<file path="src/rtl/alu_mul_sequencer_if.sv">
// Bundle of the multiplier's start/result handshake and its ALU request bus.
// Handshake rules:
//   start_i/ready_o : a start is accepted on a rising edge where start_i=1 and
//                     ready_o=1; start_i while ready_o=0 is dropped, not queued.
//   alu_req_o/alu_gnt_i : one ALU operation completes on a rising edge where
//                     alu_req_o=1 and alu_gnt_i=1; while alu_req_o=1 and
//                     alu_gnt_i=0 the requester holds alu_a_o/alu_b_o/alu_shift_o
//                     stable; alu_gnt_i with alu_req_o=0 has no effect.
interface alu_mul_sequencer_if #(
  parameter int XLEN = 64
);
  logic            start_i;
  logic [XLEN-1:0] op_a_i;
  logic [XLEN-1:0] op_b_i;
  logic            ready_o;
  logic            done_o;
  logic [XLEN-1:0] product_o;
  logic            alu_req_o;
  logic            alu_gnt_i;
  logic [XLEN-1:0] alu_a_o;
  logic [XLEN-1:0] alu_b_o;
  logic [3:0]      alu_op_o;
  logic            alu_shift_o;
  logic [XLEN-1:0] alu_result_i;

  // The sequencer: consumes start/operands, masters the shared ALU.
  modport master (
    input  start_i, op_a_i, op_b_i, alu_gnt_i, alu_result_i,
    output ready_o, done_o, product_o, alu_req_o, alu_a_o, alu_b_o,
           alu_op_o, alu_shift_o
  );

  // The environment: issues starts, arbitrates and executes ALU operations.
  modport slave (
    output start_i, op_a_i, op_b_i, alu_gnt_i, alu_result_i,
    input  ready_o, done_o, product_o, alu_req_o, alu_a_o, alu_b_o,
           alu_op_o, alu_shift_o
  );
endinterface

</file>
<file path="src/rtl/alu_mul_sequencer.sv">
// Shift-add multiplier that borrows the shared execute-stage ALU for every
// accumulate (ADD) and multiplicand doubling (ADD-with-shift). Returns the low
// XLEN bits of the product (valid for signed and unsigned RISC-V MUL).
// Optional feature macro: MUL_EARLY_EXIT_EN -- stop iterating as soon as the
// remaining multiplier bits are all zero; without it every multiply takes
// exactly XLEN iterations.
module alu_mul_sequencer #(
  parameter int XLEN  = 64,
  parameter int CNT_W = 6
) (
  input  logic                clk,
  input  logic                rst_n,
  alu_mul_sequencer_if.master bus,
  output logic [2:0]          o_dbg_state
);

  typedef enum logic [2:0] {
    S_IDLE  = 3'd0,
    S_CHECK = 3'd1,
    S_ADD   = 3'd2,
    S_SHIFT = 3'd3,
    S_DONE  = 3'd4
  } state_t;

  state_t           r_state;
  state_t           w_state_nxt;
  logic [XLEN-1:0]  r_acc;
  logic [XLEN-1:0]  r_m;
  logic [XLEN-1:0]  r_q;
  logic [XLEN-1:0]  r_product;
  logic [CNT_W-1:0] r_count;

  logic             w_q_zero;
  logic             w_q_next_zero;
  logic             w_last_iter;
  logic             w_alu_req;
  logic             w_alu_shift;
  logic [XLEN-1:0]  w_alu_a;
  logic [XLEN-1:0]  w_alu_b;

`ifdef MUL_EARLY_EXIT_EN
  // Remaining multiplier bits exhausted: no further partial products.
  assign w_q_zero      = (r_q == '0);
  assign w_q_next_zero = (r_q[XLEN-1:1] == '0);
`else
  assign w_q_zero      = 1'b0;
  assign w_q_next_zero = 1'b0;
`endif

  // The shift being granted now completes the final iteration.
  assign w_last_iter = (r_count == CNT_W'(XLEN - 1));

  // Next-state decode and ALU request/operand selection.
  always_comb begin
    w_state_nxt = r_state;
    w_alu_req   = 1'b0;
    w_alu_a     = '0;
    w_alu_b     = '0;
    w_alu_shift = 1'b0;
    unique case (r_state)
      S_IDLE: begin
        if (bus.start_i) w_state_nxt = S_CHECK;
      end
      S_CHECK: begin
        if (w_q_zero)    w_state_nxt = S_DONE;
        else if (r_q[0]) w_state_nxt = S_ADD;
        else             w_state_nxt = S_SHIFT;
      end
      S_ADD: begin
        w_alu_req = 1'b1;
        w_alu_a   = r_acc;
        w_alu_b   = r_m;
        if (bus.alu_gnt_i) w_state_nxt = S_SHIFT;
      end
      S_SHIFT: begin
        w_alu_req   = 1'b1;
        w_alu_a     = r_m;
        w_alu_b     = XLEN'(1);
        w_alu_shift = 1'b1;
        if (bus.alu_gnt_i) begin
          if (w_last_iter || w_q_next_zero) w_state_nxt = S_DONE;
          else                              w_state_nxt = S_CHECK;
        end
      end
      S_DONE: begin
        w_state_nxt = S_IDLE;
      end
      default: begin
        w_state_nxt = S_IDLE;
      end
    endcase
  end

  // State register plus datapath updates on accepted start and granted ALU ops.
  always_ff @(posedge clk or negedge rst_n) begin
    if (!rst_n) begin
      r_state   <= S_IDLE;
      r_acc     <= '0;
      r_m       <= '0;
      r_q       <= '0;
      r_count   <= '0;
      r_product <= '0;
    end else begin
      r_state <= w_state_nxt;
      unique case (r_state)
        S_IDLE: begin
          if (bus.start_i) begin
            r_m     <= bus.op_a_i;
            r_q     <= bus.op_b_i;
            r_acc   <= '0;
            r_count <= '0;
          end
        end
        S_ADD: begin
          if (bus.alu_gnt_i) r_acc <= bus.alu_result_i;
        end
        S_SHIFT: begin
          if (bus.alu_gnt_i) begin
            r_m     <= bus.alu_result_i;
            r_q     <= r_q >> 1;
            r_count <= r_count + CNT_W'(1);
          end
        end
        default: begin
        end
      endcase
      // Result becomes visible in the same cycle done_o is raised.
      if ((w_state_nxt == S_DONE) && (r_state != S_DONE)) r_product <= r_acc;
    end
  end

  assign bus.ready_o     = (r_state == S_IDLE);
  assign bus.done_o      = (r_state == S_DONE);
  assign bus.product_o   = r_product;
  assign bus.alu_req_o   = w_alu_req;
  assign bus.alu_a_o     = w_alu_a;
  assign bus.alu_b_o     = w_alu_b;
  assign bus.alu_op_o    = 4'b0010;
  assign bus.alu_shift_o = w_alu_shift;
  assign o_dbg_state     = r_state;

endmodule

</file>
<file path="src/flat_wrapper.sv">
// flat-port wrapper written by rule: the top's interface ports become plain ports
module alu_mul_sequencer_flat 
#(
  parameter int XLEN  = 64,
  parameter int CNT_W = 6
)
  (clk, rst_n, o_dbg_state, bus_start_i, bus_op_a_i, bus_op_b_i, bus_alu_gnt_i, bus_alu_result_i, bus_ready_o, bus_done_o, bus_product_o, bus_alu_req_o, bus_alu_a_o, bus_alu_b_o, bus_alu_op_o, bus_alu_shift_o);
  alu_mul_sequencer_if #(.XLEN(XLEN)) bus_i ();
  input  logic clk;
  input  logic rst_n;
  output logic [2:0] o_dbg_state;
  input wire logic [$bits(bus_i.start_i)-1:0] bus_start_i;
  input wire logic [$bits(bus_i.op_a_i)-1:0] bus_op_a_i;
  input wire logic [$bits(bus_i.op_b_i)-1:0] bus_op_b_i;
  input wire logic [$bits(bus_i.alu_gnt_i)-1:0] bus_alu_gnt_i;
  input wire logic [$bits(bus_i.alu_result_i)-1:0] bus_alu_result_i;
  output wire logic [$bits(bus_i.ready_o)-1:0] bus_ready_o;
  output wire logic [$bits(bus_i.done_o)-1:0] bus_done_o;
  output wire logic [$bits(bus_i.product_o)-1:0] bus_product_o;
  output wire logic [$bits(bus_i.alu_req_o)-1:0] bus_alu_req_o;
  output wire logic [$bits(bus_i.alu_a_o)-1:0] bus_alu_a_o;
  output wire logic [$bits(bus_i.alu_b_o)-1:0] bus_alu_b_o;
  output wire logic [$bits(bus_i.alu_op_o)-1:0] bus_alu_op_o;
  output wire logic [$bits(bus_i.alu_shift_o)-1:0] bus_alu_shift_o;
  assign bus_i.start_i = bus_start_i;
  assign bus_i.op_a_i = bus_op_a_i;
  assign bus_i.op_b_i = bus_op_b_i;
  assign bus_i.alu_gnt_i = bus_alu_gnt_i;
  assign bus_i.alu_result_i = bus_alu_result_i;
  assign bus_ready_o = bus_i.ready_o;
  assign bus_done_o = bus_i.done_o;
  assign bus_product_o = bus_i.product_o;
  assign bus_alu_req_o = bus_i.alu_req_o;
  assign bus_alu_a_o = bus_i.alu_a_o;
  assign bus_alu_b_o = bus_i.alu_b_o;
  assign bus_alu_op_o = bus_i.alu_op_o;
  assign bus_alu_shift_o = bus_i.alu_shift_o;
  alu_mul_sequencer #(.XLEN(XLEN), .CNT_W(CNT_W)) u_core (.clk(clk), .rst_n(rst_n), .bus(bus_i), .o_dbg_state(o_dbg_state));
endmodule
</file>
<file path="config.mk">
export PLATFORM = sky130hd
export DESIGN_NAME = alu_mul_sequencer_flat
export DESIGN_NICKNAME = d
export VERILOG_FILES = /design/src/rtl/alu_mul_sequencer_if.sv /design/src/rtl/alu_mul_sequencer.sv /design/src/flat_wrapper.sv
export SDC_FILE = /design/constraint.sdc
export NUM_CORES = 1
export LEC_CHECK = 0
export CAP_MARGIN = 10
export CORE_ASPECT_RATIO = 2
export CORE_MARGIN = 3
export CORE_UTILIZATION = 51
export CTS_BUF_LIST = sky130_fd_sc_hd__clkbuf_16
export CTS_CLUSTER_SIZE = 40
export DETAILED_ROUTE_END_ITERATION = 12
export PLACE_DENSITY = 0.92
export SLEW_MARGIN = 5
export SYNTH_ARGS = -nofsm -noshare
export SYNTH_HDL_FRONTEND = slang
export SYNTH_SLANG_ARGS = --single-unit
</file>
<file path="constraint.sdc">
create_clock -name clk -period 2.7 [get_ports clk]
set_input_delay 0.675 -clock clk [delete_from_list [all_inputs] [get_ports clk]]
set_output_delay 0.675 -clock clk [all_outputs]
set_load 0.01 [all_outputs]
</file>
==> impl_metrics.ini <==
[run_status]
status = complete, but fails checks
failed_checks = negative setup slack

[synth]
ys_top_cells_by_area = dfrtp_1 (53%), mux2i_1 (15%), mux2_2 (5.8%), nand3_1 (5.2%), a22o_1 (4.5%)
synth_warnings = 0
synth_cell_type_count = 36
ys.flop_type = dfrtp_1
yosysTopAreaCell = dfrtp_1
synth_edf_count = 0
synth.top_cell.area_share_pct = 53.0
ys_seq_area_share_pct = 53.0
synthCells = 1120
async_flop_share_pct = 100
avgSynthCellArea_um2 = 11.2
ys_ff_latch = 265
syn-cell-area_mm2 = 0.0125

[finish]
area_delta_synth_final_pct = 41.3
drive_gt1_share_pct = 15.2
fillerInstances = 1611
utilization_pct = 73.7
layout.nets = 1676

[global_routing]
grt_pass1_wl_um = 62500
grt_max_degree = 128
grt-ovfl-total = 0
antenna_found_initial = 1
grtUsageTotal_pct = 30.5
grt_pass1_vias = 11195

[worst_setup_path]
path_cells = nor3b_4, buf_6, buf_12, buf_12, and2_1, clkdlybuf4s15_1
cp-start-kind = register
setup.worst_path.class = register to output pin
max_stage_delay_ns = 0.51
crit_top_cell = buf_12
critPathMaxFanout = 15
critPathRequiredTime_ns = 2.03
cp.arrival_ns = 2.03
cp_slowest_cell = dfrtp_4
cp-end-kind = output pin

[floorplan]
fp.dieW_um = 117
row_count = 80
die_area_mm2 = 0.0266
core-area_mm2 = 0.0240
io-pin-count = 399
start_util_pct = 52.1
fp.dieH_um = 228

[power]
p_int_mw = 11.7
clkPwrFrac_pct = 17.6
seqPwrFrac_pct = 33.9
ir_drop_v = 0.00108
combPwrFrac_pct = 48.4
total_power_mw = 19.4
total_switching_power_mw = 7.65
leakage_nw = 8.68
swShare_pct = 39.5
power_density_mw_per_mm2 = 1100

[clocking]
clock-root-buffer = clkbuf_16
clkTransAtPathRegs_ns = 0.07
clockBufferDepth = 3
cts_tree = yes
numCtsBuffers = 24
cts_num_sinks = 265
ctsHoldBuffers = 0
htreeDepth = 1
insertion_delay_ns = 0.52

[placed_design]
dp_hpwl_um = 27800
place.gp.congestion = 0.897
portBuffers = 394

[drt]
routed-via-count = 10968
postRouteAntennaNets = 0
drt_iter0_markers = 1129
wl_per_cell_um = 23.9
wl_um = 42700
vias_per_cell = 6.14
drcViolationCount = 0
dr.pass1.iters = 5

[timing]
finalCritPeriodShare_pct = 100
setup_viol = 1
final_hold_viol_count = 0
post-route-min-period_ns = 2.70
rsz0062_at_grt = true
slew_violations = 0
fmax_mhz = 370
relSlewSlack_pct = 33.8
worst_slack_ns = -0.000599
fin_skew_ns = 0.0103
worst_pin_slew_ns = 0.993

[worst_hold_path]
min_path_type = input port to async pin

[job]
drv_cap = 0
metrics by stage:
step	hold WS [ns]	std cells	area (um2)	setup slack [ns]	setup TNS, ns
global placement	0.485	1726	16800	0.147	0
floorplan	0.379	1122	12500	0.626	0
global route	0.0850	1785	17700	-0.0790	-0.452
CTS	0.0886	1784	17700	-0.249	-1.53
detailed placement	0.487	1726	16800	0.0963	0
finish	0.0814	1787	17700	-0.000599	-0.000599
final timing paths:
path | startpoint | endpoint | slack, ns | depth (start not counted)
hold / removal | rst_n | u_core.r_m[48] | 0.08 | 1
setup reg to reg | u_core.o_dbg_state[0] | u_core.r_m[29] | 0.14 | 6
max in group asynchronous | rst_n | u_core.r_m[28] | 1.88 | 2
min in group clk | u_core.r_q[1] | u_core.r_q[1] | 0.51 | 2
setup / recovery | u_core.o_dbg_state[0] | bus_alu_b_o[58] | -0.0006 | 6
hold reg to reg | u_core.r_q[1] | u_core.r_q[1] | 0.51 | 2
cells in the mapped netlist (2+ instances only):
cell type and number:
inv_1 4, nand3_1 131, clkbuf_1 37, buf_1 24
or4_1 3, buf_4 10, nand2b_1 2, o21ai_1 110
o21ai_0 18, a22o_1 65, nand2_1 6, buf_2 35
o211ai_1 3, conb_1 2, nor3_1 2, nor2_1 66
dfrtp_1 265, mux2i_1 193, mux2_2 64, and2_1 64
critical path, delay by kind of cell (launching register included):
kind                   cells  cell delay, ns
flip-flops                 1            0.51
AND/OR/NAND/NOR            2            0.37
buffers and inverters      4            0.61
area by class of cell:
class,count,area (um2),area share (%)
antenna,3,7.51,0.0424
sequential,265,6640,37.5
multi-input combinational,747,5490,31.0
inverter,4,15.0,0.0848
clock buffer,25,626,3.53
clock inverter,19,148,0.834
tap,287,359,2.03
timing repair buffer,437,4410,24.9
power groups by stage:
stage / clock network (mW) / registers [mW] / logic, mW
floorplan: 0 / 6.16 / 5.56
global placement: 0 / 6.44 / 8.99
detailed placement: 0 / 6.56 / 9.26
CTS: 3.46 / 6.50 / 9.25
global route: 3.60 / 6.71 / 10.1
finish: 3.41 / 6.58 / 9.39
repair_timing:
action,4_1_cts,5_1_grt
pin swaps,6,1
setup endpoints to repair,132,77
buffers inserted,10,1
cloned,4,2
resized for setup,227,87
registers in the layout (all words and copies together), names as in the netlist:
register and flops:
u_core.bus.product_o 64, u_core.r_count 6, u_core.r_m 64, u_core.o_dbg_state 3, u_core.r_acc 64, u_core.r_q 64
per-layer routing:
| layer | global-route usage (%) | wire, um | vias to the layer above |
|---|---|---|---|
| met1 | 35.1 | 14800 | 5520 |
| met4 | 17.0 | 2530 | 0 |
| li1 | - | - | 4717 |
| met2 | 52.5 | 22300 | 586 |
| met3 | 5.51 | 3100 | 145 |
| met5 | 0 | 0 | - |
cell families after synthesis:
logic type | after synthesis | share of synthesized area [%]
other cells | 2 | 0.0600
mux | 257 | 21.2
compound gates | 202 | 10.2
flops | 265 | 53.0
simple gates | 283 | 11.6
buf+inv | 110 | 3.95
fa+ha+maj | 1 | 0.0999
cell usage in the layout (no fill, tap or decap), types with 11 or more instances in the layout:
cell type        instances
buf_6                   17
a22o_1                  65
and2_1                  45
mux2i_1                190
o21ai_1                110
mux2_2                  64
nor2_1                  63
buf_12                  16
clkbuf_16               27
and2_4                  19
clkdlybuf4s15_1         11
dfrtp_1                263
clkbuf_2                33
dlygate4sd2_1           67
buf_4                   14
o21ai_0                 18
clkdlybuf4s50_1        262
nand3_1                131
(Power assumes the default switching activity.)
